File: config.mk
export PLATFORM = sky130hd
export DESIGN_NAME = header_server_flat
export DESIGN_NICKNAME = d
export VERILOG_FILES = /design/src/rtl/header_server_pkg.sv /design/src/rtl/header_server_if.sv /design/src/rtl/header_nonce_ctr.sv /design/src/rtl/header_server.sv /design/src/flat_wrapper.sv
export SDC_FILE = /design/constraint.sdc
export NUM_CORES = 1
export LEC_CHECK = 0
export CAP_MARGIN = 0
export CORE_UTILIZATION = 55
export DETAILED_ROUTE_END_ITERATION = 7
export PLACE_DENSITY = 0.69
export SKIP_CTS_REPAIR_TIMING = 1
export SLEW_MARGIN = 20
export SYNTH_ARGS = -nofsm -noshare
export SYNTH_HDL_FRONTEND = slang
export SYNTH_SLANG_ARGS = --single-unit
File: constraint.sdc
create_clock -name clk -period 4 [get_ports clk]
set_input_delay 0.6 -clock clk [delete_from_list [all_inputs] [get_ports clk]]
set_output_delay 0.6 -clock clk [all_outputs]
set_load 0.005 [all_outputs]
File: src/rtl/header_server_pkg.sv
// Shared constants for the block-header server and the double-SHA-256 core:
// word map geometry, SHA-256 padding words for the second message block.
package header_server_pkg;

    localparam int ADDR_W         = 5;
    localparam int HDR_WORDS      = 20;
    localparam int HDR_NONCE_WORD = 19;
    localparam int HDR_NUM_BYTES  = 80;

    localparam logic [31:0] PAD_ONE = 32'h8000_0000;
    localparam logic [31:0] LEN_640 = 32'h0000_0280;

    localparam logic [ADDR_W-1:0] PAD_ONE_ADDR = ADDR_W'(HDR_WORDS);
    localparam logic [ADDR_W-1:0] LEN_ADDR     = '1;

    typedef enum logic {
        LD_IDLE,
        LD_LOADING
    } load_state_e;

    // Constant padding words of block 2; header addresses return zero here.
    function automatic logic [31:0] pad_word(input logic [ADDR_W-1:0] addr);
        logic [31:0] word;
        word = 32'h0;
        if (addr == PAD_ONE_ADDR) word = PAD_ONE;
        if (addr == LEN_ADDR)     word = LEN_640;
        return word;
    endfunction

    function automatic logic [31:0] byte_swap32(input logic [31:0] w);
        return {w[7:0], w[15:8], w[23:16], w[31:24]};
    endfunction

endpackage

File: src/rtl/header_server_if.sv
// Word read bus between the double-SHA-256 core (master) and the header server (slave).
interface header_server_if;
    import header_server_pkg::*;

    logic              rq;
    logic [ADDR_W-1:0] addr;
    logic [31:0]       data;
    logic              rdy;

    modport master (output rq, output addr, input data, input rdy);
    modport slave  (input rq, input addr, output data, output rdy);

endinterface

File: src/rtl/header_nonce_ctr.sv
// Nonce register: byte-lane load from the header stream, increment between
// hash attempts, and a sticky flag recording a 0xFFFFFFFF -> 0 roll-over.
module header_nonce_ctr (
    input  logic        clk,
    input  logic        rst_n,
    input  logic        byte_we,
    input  logic [1:0]  byte_lane,
    input  logic [7:0]  byte_in,
    input  logic        inc,
    input  logic        clr_wrap,
    output logic [31:0] nonce,
    output logic        wrap
);

    logic [31:0] nonce_q;
    logic        wrap_q;

    // NOTE: state registers use non-blocking assignments so every flop samples pre-edge values.
    always_ff @(posedge clk or negedge rst_n) begin
        if (!rst_n) begin
            nonce_q <= 32'h0;
            wrap_q  <= 1'b0;
        end else begin
            if (byte_we) begin
                nonce_q[{byte_lane, 3'b000} +: 8] <= byte_in;
            end else if (inc) begin
                nonce_q <= nonce_q + 32'd1;
            end

            if (clr_wrap) begin
                wrap_q <= 1'b0;
            end else if (inc && (&nonce_q)) begin
                wrap_q <= 1'b1;
            end
        end
    end

    assign nonce = nonce_q;
    assign wrap  = wrap_q;

endmodule

File: src/rtl/header_server.sv
// Serves the 80-byte block header plus block-2 SHA-256 padding on the word read
// bus; loads the header byte-serially and owns the nonce counter.
module header_server
    import header_server_pkg::*;
#(
    parameter int NONCE_WORD = HDR_NONCE_WORD,
    parameter int HDR_BYTES  = HDR_NUM_BYTES
) (
    input  logic                    clk,
    input  logic                    rst_n,
    header_server_if.slave          bus,
    input  logic                    load_start,
    input  logic                    load_valid,
    input  logic [7:0]              load_byte,
    output logic                    header_valid,
    input  logic                    nonce_inc,
    output logic [31:0]             nonce,
    output logic                    nonce_wrap
);

    localparam int CNT_W    = $clog2(HDR_BYTES);
    localparam int RAM_BYTES = NONCE_WORD * 4;

    localparam logic [CNT_W-1:0]  LAST_BYTE  = CNT_W'(HDR_BYTES - 1);
    localparam logic [CNT_W-1:0]  NONCE_BASE = CNT_W'(RAM_BYTES);
    localparam logic [ADDR_W-1:0] NONCE_ADDR = ADDR_W'(NONCE_WORD);
    localparam logic [ADDR_W-1:0] HDR_END    = ADDR_W'(HDR_WORDS);

    load_state_e      state_q, state_d;
    logic [CNT_W-1:0] cnt_q, cnt_d;
    logic             header_valid_q, header_valid_d;
    logic             byte_wr;

    logic [7:0]       hdr_mem [RAM_BYTES];

    logic             nonce_we;
    logic             nonce_inc_ok;

    logic [31:0]      rd_word;
    logic             rd_stall;
    logic [CNT_W-1:0] rd_base;

    logic [31:0]      data_q;
    logic             rdy_q;

    // ------------------------------------------------------------------
    // Load engine
    // ------------------------------------------------------------------
    always_ff @(posedge clk or negedge rst_n) begin
        if (!rst_n) begin
            state_q        <= LD_IDLE;
            cnt_q          <= '0;
            header_valid_q <= 1'b0;
        end else begin
            state_q        <= state_d;
            cnt_q          <= cnt_d;
            header_valid_q <= header_valid_d;
        end
    end

    // NOTE: every output of this block gets a default first so no latch is inferred.
    always_comb begin
        state_d        = state_q;
        cnt_d          = cnt_q;
        header_valid_d = header_valid_q;
        byte_wr        = 1'b0;

        if (load_start) begin
            state_d        = LD_LOADING;
            cnt_d          = '0;
            header_valid_d = 1'b0;
        end else begin
            unique case (state_q)
                LD_IDLE: ;
                LD_LOADING: begin
                    if (load_valid) begin
                        byte_wr = 1'b1;
                        cnt_d   = cnt_q + CNT_W'(1);
                        if (cnt_q == LAST_BYTE) begin
                            state_d        = LD_IDLE;
                            header_valid_d = 1'b1;
                        end
                    end
                end
                default: state_d = LD_IDLE;
            endcase
        end
    end

    // NOTE: the header RAM is cleared on reset because stale bytes must never be served.
    always_ff @(posedge clk or negedge rst_n) begin
        if (!rst_n) begin
            for (int i = 0; i < RAM_BYTES; i++) begin
                hdr_mem[i] <= 8'h00;
            end
        end else if (byte_wr && (cnt_q < NONCE_BASE)) begin
            hdr_mem[cnt_q] <= load_byte;
        end
    end

    // ------------------------------------------------------------------
    // Nonce
    // ------------------------------------------------------------------
    assign nonce_we     = byte_wr && (cnt_q >= NONCE_BASE);
    assign nonce_inc_ok = nonce_inc && header_valid_q && !load_start;

    header_nonce_ctr u_nonce_ctr (
        .clk       (clk),
        .rst_n     (rst_n),
        .byte_we   (nonce_we),
        .byte_lane (cnt_q[1:0]),
        .byte_in   (load_byte),
        .inc       (nonce_inc_ok),
        .clr_wrap  (load_start),
        .nonce     (nonce),
        .wrap      (nonce_wrap)
    );

    // ------------------------------------------------------------------
    // Read bus
    // ------------------------------------------------------------------
    assign rd_base = CNT_W'({bus.addr, 2'b00});

    // Header words stall until a full load; padding words are always served.
    always_comb begin
        rd_word  = pad_word(bus.addr);
        rd_stall = 1'b0;
        if (bus.addr < HDR_END) begin
            rd_stall = !header_valid_q;
            if (bus.addr == NONCE_ADDR) begin
                rd_word = byte_swap32(nonce);
            end else begin
                rd_word = {hdr_mem[rd_base],
                           hdr_mem[rd_base + CNT_W'(1)],
                           hdr_mem[rd_base + CNT_W'(2)],
                           hdr_mem[rd_base + CNT_W'(3)]};
            end
        end
    end

    always_ff @(posedge clk or negedge rst_n) begin
        if (!rst_n) begin
            data_q <= 32'h0;
            rdy_q  <= 1'b0;
        end else if (bus.rq && !rd_stall) begin
            data_q <= rd_word;
            rdy_q  <= 1'b1;
        end else begin
            rdy_q  <= 1'b0;
        end
    end

    assign bus.data     = data_q;
    assign bus.rdy      = rdy_q;
    assign header_valid = header_valid_q;

endmodule

File: src/flat_wrapper.sv
// flat-port wrapper written by rule: the top's interface ports become plain ports
module header_server_flat import header_server_pkg::*;
#(
    parameter int NONCE_WORD = HDR_NONCE_WORD,
    parameter int HDR_BYTES  = HDR_NUM_BYTES
)
  (clk, rst_n, load_start, load_valid, load_byte, header_valid, nonce_inc, nonce, nonce_wrap, bus_rq, bus_addr, bus_data, bus_rdy);
  header_server_if bus_i ();
  input  logic clk;
  input  logic rst_n;
  input  logic load_start;
  input  logic load_valid;
  input  logic [7:0] load_byte;
  output logic header_valid;
  input  logic nonce_inc;
  output logic [31:0] nonce;
  output logic nonce_wrap;
  input wire logic [$bits(bus_i.rq)-1:0] bus_rq;
  input wire logic [$bits(bus_i.addr)-1:0] bus_addr;
  output wire logic [$bits(bus_i.data)-1:0] bus_data;
  output wire logic [$bits(bus_i.rdy)-1:0] bus_rdy;
  assign bus_i.rq = bus_rq;
  assign bus_i.addr = bus_addr;
  assign bus_data = bus_i.data;
  assign bus_rdy = bus_i.rdy;
  header_server #(.NONCE_WORD(NONCE_WORD), .HDR_BYTES(HDR_BYTES)) u_core (.clk(clk), .rst_n(rst_n), .bus(bus_i), .load_start(load_start), .load_valid(load_valid), .load_byte(load_byte), .header_valid(header_valid), .nonce_inc(nonce_inc), .nonce(nonce), .nonce_wrap(nonce_wrap));
endmodule
==> reports/results.txt, run 1 <==
total length of routed wires = 87.92 mm
number of optimization iterations in the first detailed-route pass = 5
fraction of final layout cells sized beyond drive strength 1 = 41.88%
number of synthesized register bits = 683
count of H-tree levels built during CTS = 3
most frequently used flop master after synthesis = sky130_fd_sc_hd__dfrtp_1
global-route wire length before repair = 135.2 mm
Final Hold Violating Endpoints = 0
wire length the detailed router placed on met1 = 38.49 mm
remaining design rule violation count = 0
biggest area contributors in the synthesized netlist = sky130_fd_sc_hd__dfrtp_1, sky130_fd_sc_hd__mux2_2, sky130_fd_sc_hd__mux4_2
path class of the lowest-slack min-delay path = input port to async pin
post-detailed-placement half-perimeter wirelength = 56.56 mm
Initial Util = 55.99%
tightest slew margin relative to the limit = 26.97%
number of warning messages in the yosys log = 0
final total negative setup slack = 0 ns
status = finished clean
antenna violations before repair = 2
number of cells traversed by the worst register-to-register path = 5
leading post-synthesis cells by instance count = sky130_fd_sc_hd__dfrtp_1, sky130_fd_sc_hd__mux2_2, sky130_fd_sc_hd__clkbuf_1
remaining global-route overflow = 0
Antenna diodes = 0
Startpoint Class = flip-flop
Comb pwr share = 6.1%
setup slack of the critical path after layout = 0.6811 ns
synthesized net count = 2307
Clock Skew = 0.02966 ns
fin cells = 3170
antenna viol nets, final = 0
transition time at the pin with the least slew margin = 1.095 ns
Die H = 242.5 µm
share of synthesized area occupied by flip-flops and latches = 53.72%
Placer Congestion = 0.9136
required arrival time at the worst endpoint = 4.50 ns
Sw Ratio = 23.33%
full die area = 58810 µm²
Cell Rows = 87
Clock transition at path regs = 0.06 ns
Max Clk Rate = 301.3 MHz
number of violations of the max-capacitance limit = 0
total leakage power = 17.29 nW
clock share of power = 45.8%
number of global-route vias before repair = 21076
GRT Resource Usage Total = 30.58%
power density over cell area = 408.8 nW/µm²
most instantiated library cell after synthesis = sky130_fd_sc_hd__dfrtp_1
latest clock arrival within the worst-skew pair = 0.63 ns
fraction of registers with async set or reset after synthesis = 100.0%
fraction of post-synthesis cell area in the top cell type by area = 53.72%
shortest clock period the worst path allows after layout = 3.319 ns
total via count after detailed routing = 20807
fraction of power consumed by sequential logic = 48.1%
DRT iter0 DRCs = 1930
cell internal pwr = 11.34 mW
count of port buffers added during placement = 85
number of CTS-inserted buffers = 73
distinct cell type count after synthesis = 67
PnR Total Power = 14.79 mW
netlist area before placement = 31810 µm²
horizontal die dimension = 242.5 µm
Highest Signal Layer = met5
VDD IR max = 0.3340 mV
Final Slew Violations = 0
maximum net fanout on the critical path = 10
final worst-path cycle share = 82.97%
routed length per placed instance = 27.73 µm
met2 routed WL = 40.93 mm
CTS tree = built
sw power = 3.450 mW
number of cells produced by synthesis = 2281
buffer depth of the longest clock path = 3
Post-Syn Area per Cell = 13.95 µm²
critical path class = flip-flop to flip-flop
type of destination of the critical path = flip-flop
placed cell count = 3041
layout net count = 2386
mean number of vias per cell = 6.564
met3 wire len = 6.431 mm
unrepaired setup endpoints after global routing = no
number of sinks driven by the clock tree = 683
io pins = 86
Placeable Area = 56820 µm²
pre-CTS setup slack = 0.3450 ns
utilization of the core after routing = 63.65%
Clk Tree Root Cell = sky130_fd_sc_hd__clkbuf_16
arrival time at the worst endpoint = 3.82 ns
maximum number of pins on one net before global-route repair = 105
largest area contributor in the synthesized netlist = sky130_fd_sc_hd__dfrtp_1
Layout area overhead = 13.68%
count of final setup violators = 0
number of synthesized flops with an enable pin = 0
-- cell families after synthesis --
| family | synth area share (%) |
|---|---|
| fa+ha+maj | 0.2753 |
| mux | 32.34 |
| buf+inv | 2.309 |
| flops | 53.72 |
| simple gates | 5.038 |
| compound gates | 6.064 |
| xor+xnor | 0.2478 |
-- critical path, cell delays in order (launching register included) --
cell and delay, ns:
sky130_fd_sc_hd__dfrtp_1 0.70, sky130_fd_sc_hd__nor2b_1 0.38, sky130_fd_sc_hd__nand2_1 0.29, sky130_fd_sc_hd__nor2_1 0.76, sky130_fd_sc_hd__nand2_1 0.60, sky130_fd_sc_hd__mux2_2 0.45
-- area by class of cell --
| class | instances | area [µm²] |
|---|---|---|
| clock buffer | 117 | 2245 |
| clock inverter | 12 | 155.1 |
| fill | 4215 | 20660 |
| inverter | 10 | 37.54 |
| multi-input combinational | 1417 | 14020 |
| sequential | 683 | 17090 |
| tap | 756 | 945.9 |
| timing repair buffer | 175 | 1674 |
-- cell usage in the layout (no fill, tap or decap), types with 5 or more instances in the layout --
master	count
sky130_fd_sc_hd__and3_1	12
sky130_fd_sc_hd__clkdlybuf4s50_1	73
sky130_fd_sc_hd__ha_1	7
sky130_fd_sc_hd__buf_4	78
sky130_fd_sc_hd__a31oi_1	32
sky130_fd_sc_hd__a21oi_1	37
sky130_fd_sc_hd__inv_1	8
sky130_fd_sc_hd__nor2_2	17
sky130_fd_sc_hd__nand2_1	79
sky130_fd_sc_hd__mux2_2	639
sky130_fd_sc_hd__a2111o_1	11
sky130_fd_sc_hd__a22oi_1	38
sky130_fd_sc_hd__mux4_2	108
sky130_fd_sc_hd__o211ai_1	22
sky130_fd_sc_hd__clkbuf_1	21
sky130_fd_sc_hd__buf_12	14
sky130_fd_sc_hd__a21o_1	19
sky130_fd_sc_hd__nand3_1	20
sky130_fd_sc_hd__clkbuf_16	75
sky130_fd_sc_hd__xor2_1	5
sky130_fd_sc_hd__o22ai_1	14
sky130_fd_sc_hd__nor2_1	79
sky130_fd_sc_hd__clkbuf_8	23
sky130_fd_sc_hd__nor2b_1	5
sky130_fd_sc_hd__buf_2	7
sky130_fd_sc_hd__nor3_1	20
sky130_fd_sc_hd__dfrtp_1	683
sky130_fd_sc_hd__nand2_2	16
sky130_fd_sc_hd__o21ai_0	53
sky130_fd_sc_hd__a32oi_1	11
sky130_fd_sc_hd__nor4_2	8
sky130_fd_sc_hd__clkinv_2	5
sky130_fd_sc_hd__nand4_1	13
sky130_fd_sc_hd__and2_1	8
sky130_fd_sc_hd__o221ai_1	18
sky130_fd_sc_hd__mux2i_1	65
-- flip-flops by register name, summed over array words and instances, names as in the netlist --
register,count
u_core.bus.data,32
u_core.header_valid,1
u_core.u_nonce_ctr.wrap,1
u_core.bus.rdy,1
u_core.cnt_q,7
u_core.u_nonce_ctr.nonce,32
u_core.hdr_mem,608
u_core.state_q,1
-- stage by stage --
stage	hold WS, ns	instance area [µm²]
3_3_place_gp	0.4638	33760
2_1_floorplan	0.3044	31810
3_5_place_dp	0.4777	33760
5_1_grt	0.06894	36170
6_report	0.02306	36170
4_1_cts	0.09733	36160
-- worst paths after layout --
path,from,endpoint,slack (ns)
max in group asynchronous,rst_n,u_core.hdr_mem[114]$_DFFE_PN0P_,2.80
max,u_core.cnt_q[5]$_DFFE_PN0P_,u_core.hdr_mem[220]$_DFFE_PN0P_,0.68
min,rst_n,u_core.hdr_mem[166]$_DFFE_PN0P_,0.02
max reg2reg,u_core.cnt_q[5]$_DFFE_PN0P_,u_core.hdr_mem[220]$_DFFE_PN0P_,0.68
min reg2reg,u_core.bus.data[26]$_DFFE_PN0P_,u_core.bus.data[26]$_DFFE_PN0P_,0.49
min in group clk,load_byte[3],u_core.hdr_mem[587]$_DFFE_PN0P_,0.32
-- metal layers --
| layer | GRT usage (%) | vias up |
|---|---|---|
| li1 | - | 8695 |
| met1 | 44.49 | 11142 |
| met2 | 47.24 | 821 |
| met3 | 5.484 | 147 |
| met4 | 8.805 | 2 |
| met5 | 0 | - |
-- power groups by stage --
stage / clock network (mW) / logic [mW] / registers [mW]
floorplan: 0 / 0.487 / 7.20
global placement: 0 / 0.886 / 7.22
detailed placement: 0 / 0.905 / 7.23
CTS: 6.88 / 0.909 / 7.10
global route: 7.12 / 0.972 / 7.12
finish: 6.78 / 0.903 / 7.11
No activity file was read; power rests on OpenSTA's default activity.
==> inputs of run 2 (changes only) <==
Clock period 4 ns to 3.2 ns, I/O delays scaled along.
==> run 2 against run 1 <==
Net effect: flip-flop and latch count did not move; hold slack better by 0.32 ns; register-to-register slack lost 0.53 ns; utilization up 0.86 points; clock skew shrank 0.0018 ns; maximum frequency is 8.9% higher; cell count increased by 2.0%; sequential share of layout area fell by 0.63 points.
==> reports/results.txt, run 2 (synthesis gave the netlist of run 1 again) <==
Final Slew Violations = 0
total via count after detailed routing = 20769
final worst-path cycle share = 95.27%
total leakage power = 17.59 nW
type of destination of the critical path = flip-flop
cell with the biggest individual delay on the critical path = sky130_fd_sc_hd__nor2_1
count of H-tree levels built during CTS = 3
Crit path largest cell delay = 0.86 ns
CTS tree = built
number of CTS-inserted buffers = 73
Layout area overhead = 15.21%
horizontal die dimension = 242.5 µm
Top reg by flops = u_core.hdr_mem
Placer Congestion = 0.9228
power density over cell area = 501.6 nW/µm²
total length of routed wires = 88.04 mm
commonest cells after routing, fill and taps aside = sky130_fd_sc_hd__dfrtp_1, sky130_fd_sc_hd__mux2_2, sky130_fd_sc_hd__buf_4, sky130_fd_sc_hd__mux4_2
fraction of final layout cells sized beyond drive strength 1 = 43.26%
count of final setup violators = 0
VDD IR max = 0.3895 mV
full die area = 58810 µm²
GRT Resource Usage Total = 30.91%
register-to-register setup slack = 0.15 ns
Max Clk Rate = 328.0 MHz
most common cell after layout, fill and taps aside = sky130_fd_sc_hd__dfrtp_1
shortest clock period the worst path allows after layout = 3.048 ns
routed length per placed instance = 27.23 µm
required arrival time at the worst endpoint = 3.69 ns
number of global-route vias before repair = 21658
arrival time at the worst endpoint = 3.54 ns
Placeable Area = 56820 µm²
post-detailed-placement half-perimeter wirelength = 59.41 mm
Die H = 242.5 µm
number of sinks driven by the clock tree = 683
ordered list of cells on the worst path = nand3b_1 > nor2_1 > nand2_1 > mux2_2
number of cells traversed by the worst register-to-register path = 4
remaining global-route overflow = 0
setup slack of the critical path after layout = 0.1515 ns
unrepaired setup endpoints after global routing = no
maximum number of pins on one net before global-route repair = 102
tightest slew margin relative to the limit = 25.63%
Final Hold Violating Endpoints = 0
Clock transition at path regs = 0.06 ns
Initial Util = 55.99%
count of port buffers added during placement = 85
io pins = 86
buffer depth of the longest clock path = 3
placed cell count = 3105
Startpoint Class = flip-flop
critical path class = flip-flop to flip-flop
remaining design rule violation count = 0
layout net count = 2451
worst reg2reg endpoint = u_core.hdr_mem[86]$_DFFE_PN0P_
transition time at the pin with the least slew margin = 1.111 ns
antenna violations before repair = 3
mean number of vias per cell = 6.424
Clock Skew = 0.02784 ns
antenna viol nets, final = 0
number of optimization iterations in the first detailed-route pass = 6
global-route wire length before repair = 136.8 mm
number of violations of the max-capacitance limit = 0
maximum net fanout on the critical path = 16
status = finished clean
Clk Tree Root Cell = sky130_fd_sc_hd__clkbuf_16
path class of the lowest-slack min-delay path = input port to async pin
latest clock arrival within the worst-skew pair = 0.61 ns
Worst R2R Start = u_core.cnt_q[6]$_DFFE_PN0P_
number of flip-flops in the largest register = 608
fin cells = 3233
pre-CTS setup slack = -0.1983 ns
Cell Rows = 87
DRT iter0 DRCs = 1866
run 2: cell count changes in the layout (fill, tap and decap cells not counted):
cell | previous run | this run
sky130_fd_sc_hd__buf_4 | 78 | 136
sky130_fd_sc_hd__buf_12 | 14 | 19
sky130_fd_sc_hd__clkbuf_8 | 23 | 20
sky130_fd_sc_hd__clkinv_2 | 5 | 7
sky130_fd_sc_hd__inv_6 | 2 | 0
sky130_fd_sc_hd__buf_2 | 7 | 8
sky130_fd_sc_hd__clkbuf_1 | 21 | 22
sky130_fd_sc_hd__diode_2 | 0 | 1
sky130_fd_sc_hd__dlygate4sd3_1 | 0 | 1
sky130_fd_sc_hd__inv_16 | 1 | 0
run 2: stage by stage:
step	TNS [ns]	power, mW	area [µm²]	util [%]	hold WS (ns)
2_1_floorplan	0	9.604	31810	-	0.1844
3_3_place_gp	-5.450	10.18	34310	60.38	0.3973
3_5_place_dp	-8.110	10.22	34310	60.38	0.4034
4_1_cts	0	18.50	36640	64.48	-0.2536
5_1_grt	0	18.96	36650	64.50	0.3661
6_report	0	18.38	36650	64.51	0.3427
run 2: worst max-delay path by stage:
| stage | from | end | slack, ns | cells past startpoint |
|---|---|---|---|---|
| CTS | u_core.cnt_q[6]$_DFFE_PN0P_ | u_core.hdr_mem[86]$_DFFE_PN0P_ | 0.27 | 4 |
| finish | u_core.cnt_q[6]$_DFFE_PN0P_ | u_core.hdr_mem[86]$_DFFE_PN0P_ | 0.15 | 4 |
| floorplan | bus_addr[0] | u_core.bus.data[27]$_DFFE_PN0P_ | 0.78 | 6 |
| global route | u_core.cnt_q[6]$_DFFE_PN0P_ | u_core.hdr_mem[81]$_DFFE_PN0P_ | 0.15 | 4 |
| global placement | load_valid | u_core.hdr_mem[216]$_DFFE_PN0P_ | -0.18 | 6 |
| detailed placement | load_valid | u_core.hdr_mem[222]$_DFFE_PN0P_ | -0.20 | 6 |
run 2: layout make-up:
type | instances | area (µm²)
Clock inverter | 11 | 127.6
Antenna cell | 1 | 2.502
Clock buffer | 115 | 2207
Inverter | 10 | 37.54
Timing Repair Buffer | 240 | 2225
Multi-Input combinational cell | 1417 | 14020
Fill cell | 4180 | 20170
Sequential cell | 683 | 17090
Tap cell | 756 | 945.9
run 2: per-layer routing:
layer / vias up / share of wire [%] / global-route usage [%] / routed length (µm)
li1: 8831 / - / - / -
met1: 11013 / 43 / 43.81 / 37820
met2: 762 / 47 / 47.56 / 40950
met3: 161 / 7.4 / 6.414 / 6535
met4: 2 / 3.1 / 10.74 / 2714
met5: - / 0.015 / 0 / 13
run 2: power breakdown:
group          switching (mW)  leakage, nW  internal (mW)
clock                    3.43         1.15           4.88
sequential             0.0845         9.47           8.79
combinational           0.750         6.97          0.448
total                    4.27         17.6           14.1
run 2: critical path, delay by kind of cell (launching register included):
family | cells | cell delay, ns
and+or+nand+nor | 3 | 1.69
DFF | 1 | 0.83
muxes | 1 | 0.41
==> inputs of run 3 (changes only) <==
Settings changed: CORE_MARGIN from default to 2.
==> run 3 against run 2 <==
Net effect: sequential power barely moved; hold slack better by 0.070 ns; clock skew up 0.0043 ns; largest cell class unchanged.
==> reports/results.txt, run 3 (synthesis gave the netlist of run 1 again) <==
commonest cells after routing, fill and taps aside = sky130_fd_sc_hd__dfrtp_1, sky130_fd_sc_hd__mux2_2, sky130_fd_sc_hd__buf_4, sky130_fd_sc_hd__mux4_2
PnR Total Power = 18.62 mW
number of sinks driven by the clock tree = 683
critical path launch point = u_core.cnt_q[3]$_DFFE_PN0P_
most common cell after layout, fill and taps aside = sky130_fd_sc_hd__dfrtp_1
antenna violations before repair = 0
number of cells traversed by the worst register-to-register path = 6
Layout area overhead = 15.94%
mean number of vias per cell = 6.473
DRT iter0 DRCs = 1879
io pins = 86
final instance area = 36890 µm²
GRT Resource Usage Total = 30.65%
Placer Congestion = 0.9032
Worst R2R Start = u_core.cnt_q[3]$_DFFE_PN0P_
tightest slew margin relative to the limit = 47.28%
total via count after detailed routing = 21057
Clock transition at path regs = 0.06 ns
Antenna diodes = 0
final worst-path cycle share = 81.97%
worst reg2reg endpoint = u_core.hdr_mem[573]$_DFFE_PN0P_
total leakage power = 17.69 nW
routed length per placed instance = 27.44 µm
Clock Skew = 0.03218 ns
antenna viol nets, final = 0
full die area = 59790 µm²
Cell Rows = 88
Clk Tree Root Cell = sky130_fd_sc_hd__clkbuf_16
hold wc startpoint = load_byte[2]
shortest clock period the worst path allows after layout = 2.623 ns
type of destination of the critical path = flip-flop
number of optimization iterations in the first detailed-route pass = 5
count of H-tree levels built during CTS = 3
register-to-register setup slack = 0.58 ns
power density over cell area = 504.9 nW/µm²
path class of the lowest-slack min-delay path = input port to flip-flop
layout net count = 2460
critical path class = flip-flop to flip-flop
remaining global-route overflow = 0
Final Slew Violations = 0
fraction of final layout cells sized beyond drive strength 1 = 43.73%
latest clock arrival within the worst-skew pair = 0.63 ns
remaining design rule violation count = 0
Max Clk Rate = 381.2 MHz
required arrival time at the worst endpoint = 3.69 ns
Final Hold Violating Endpoints = 0
buffer depth of the longest clock path = 3
post-detailed-placement half-perimeter wirelength = 60.22 mm
number of CTS-inserted buffers = 74
global-route wire length before repair = 137.6 mm
final total negative setup slack = 0 ns
arrival time at the worst endpoint = 3.11 ns
number of global-route vias before repair = 21596
status = finished clean
number of flip-flops in the largest register = 608
Top reg by flops = u_core.hdr_mem
Placeable Area = 57480 µm²
Startpoint Class = flip-flop
transition time at the pin with the least slew margin = 0.7908 ns
number of violations of the max-capacitance limit = 0
VDD IR max = 0.3977 mV
maximum net fanout on the critical path = 10
Initial Util = 55.35%
capturing instance or port of the critical path = u_core.hdr_mem[573]$_DFFE_PN0P_
count of final setup violators = 0
Die H = 244.5 µm
filler instances = 4254
unrepaired setup endpoints after global routing = no
CTS tree = built
horizontal die dimension = 244.5 µm
count of port buffers added during placement = 85
dpl cell area = 34440 µm²
total length of routed wires = 89.25 mm
maximum number of pins on one net before global-route repair = 81
[run 3: cell type report]
type | count | area (µm²) | area share, %
Tap cell | 765 | 957.2 | 2.595
Inverter | 10 | 37.54 | 0.1018
Timing Repair Buffer | 248 | 2345 | 6.357
Multi-Input combinational cell | 1417 | 14020 | 38.00
Clock buffer | 112 | 2227 | 6.038
Clock inverter | 18 | 211.5 | 0.5733
Sequential cell | 683 | 17090 | 46.33
[run 3: worst min-delay path by stage]
stage          cells after the start                                 endpoint  slack (ns)
2_1_floorplan                      0           u_core.bus.data[0]$_DFFE_PN0P_        0.18
4_1_cts                            1           u_core.hdr_mem[68]$_DFFE_PN0P_       -0.11
3_5_place_dp                       1          u_core.bus.data[29]$_DFFE_PN0P_        0.47
5_1_grt                            3  u_core.u_nonce_ctr.nonce[2]$_DFFE_PN0P_        0.43
6_report                           3  u_core.u_nonce_ctr.nonce[2]$_DFFE_PN0P_        0.41
3_3_place_gp                       1           u_core.bus.data[0]$_DFFE_PN0P_        0.46
[run 3: power by group]
group	internal [mW]	switching (mW)	total (mW)	leakage, nW
Sequential	8.79	0.0824	8.87	9.47
Combinational	0.454	0.752	1.21	7.02
Clock	5.05	3.50	8.55	1.20
Total	14.3	4.33	18.6	17.7
[run 3: metal layers]
layer | routed length (µm) | global-route usage [%] | vias to the layer above
li1 | - | - | 8832
met1 | 39720 | 45.20 | 11316
met2 | 41250 | 47.13 | 771
met3 | 5987 | 4.971 | 138
met4 | 2296 | 9.254 | 0
met5 | 0 | 0 | -
[run 3: through the flow]
step	setup WS (ns)	hold WS [ns]	utilization (%)	std cells
after floorplan	0.7808	0.1844	-	2281
after global placement	0.1313	0.4621	59.92	3122
after detailed placement	0.1317	0.4653	59.92	3122
after CTS	0.6145	-0.1113	64.16	3252
after global routing	0.4776	0.4260	64.18	3253
final	0.5770	0.4124	64.18	3253
[run 3: worst max-delay path, cell delays in order (launching register included)]
cell	delay, ns
sky130_fd_sc_hd__dfrtp_1	0.51
sky130_fd_sc_hd__a211o_4	0.44
sky130_fd_sc_hd__a21oi_4	0.24
sky130_fd_sc_hd__nand4_1	0.21
sky130_fd_sc_hd__buf_4	0.27
sky130_fd_sc_hd__nor2_2	0.42
sky130_fd_sc_hd__mux2_2	0.41
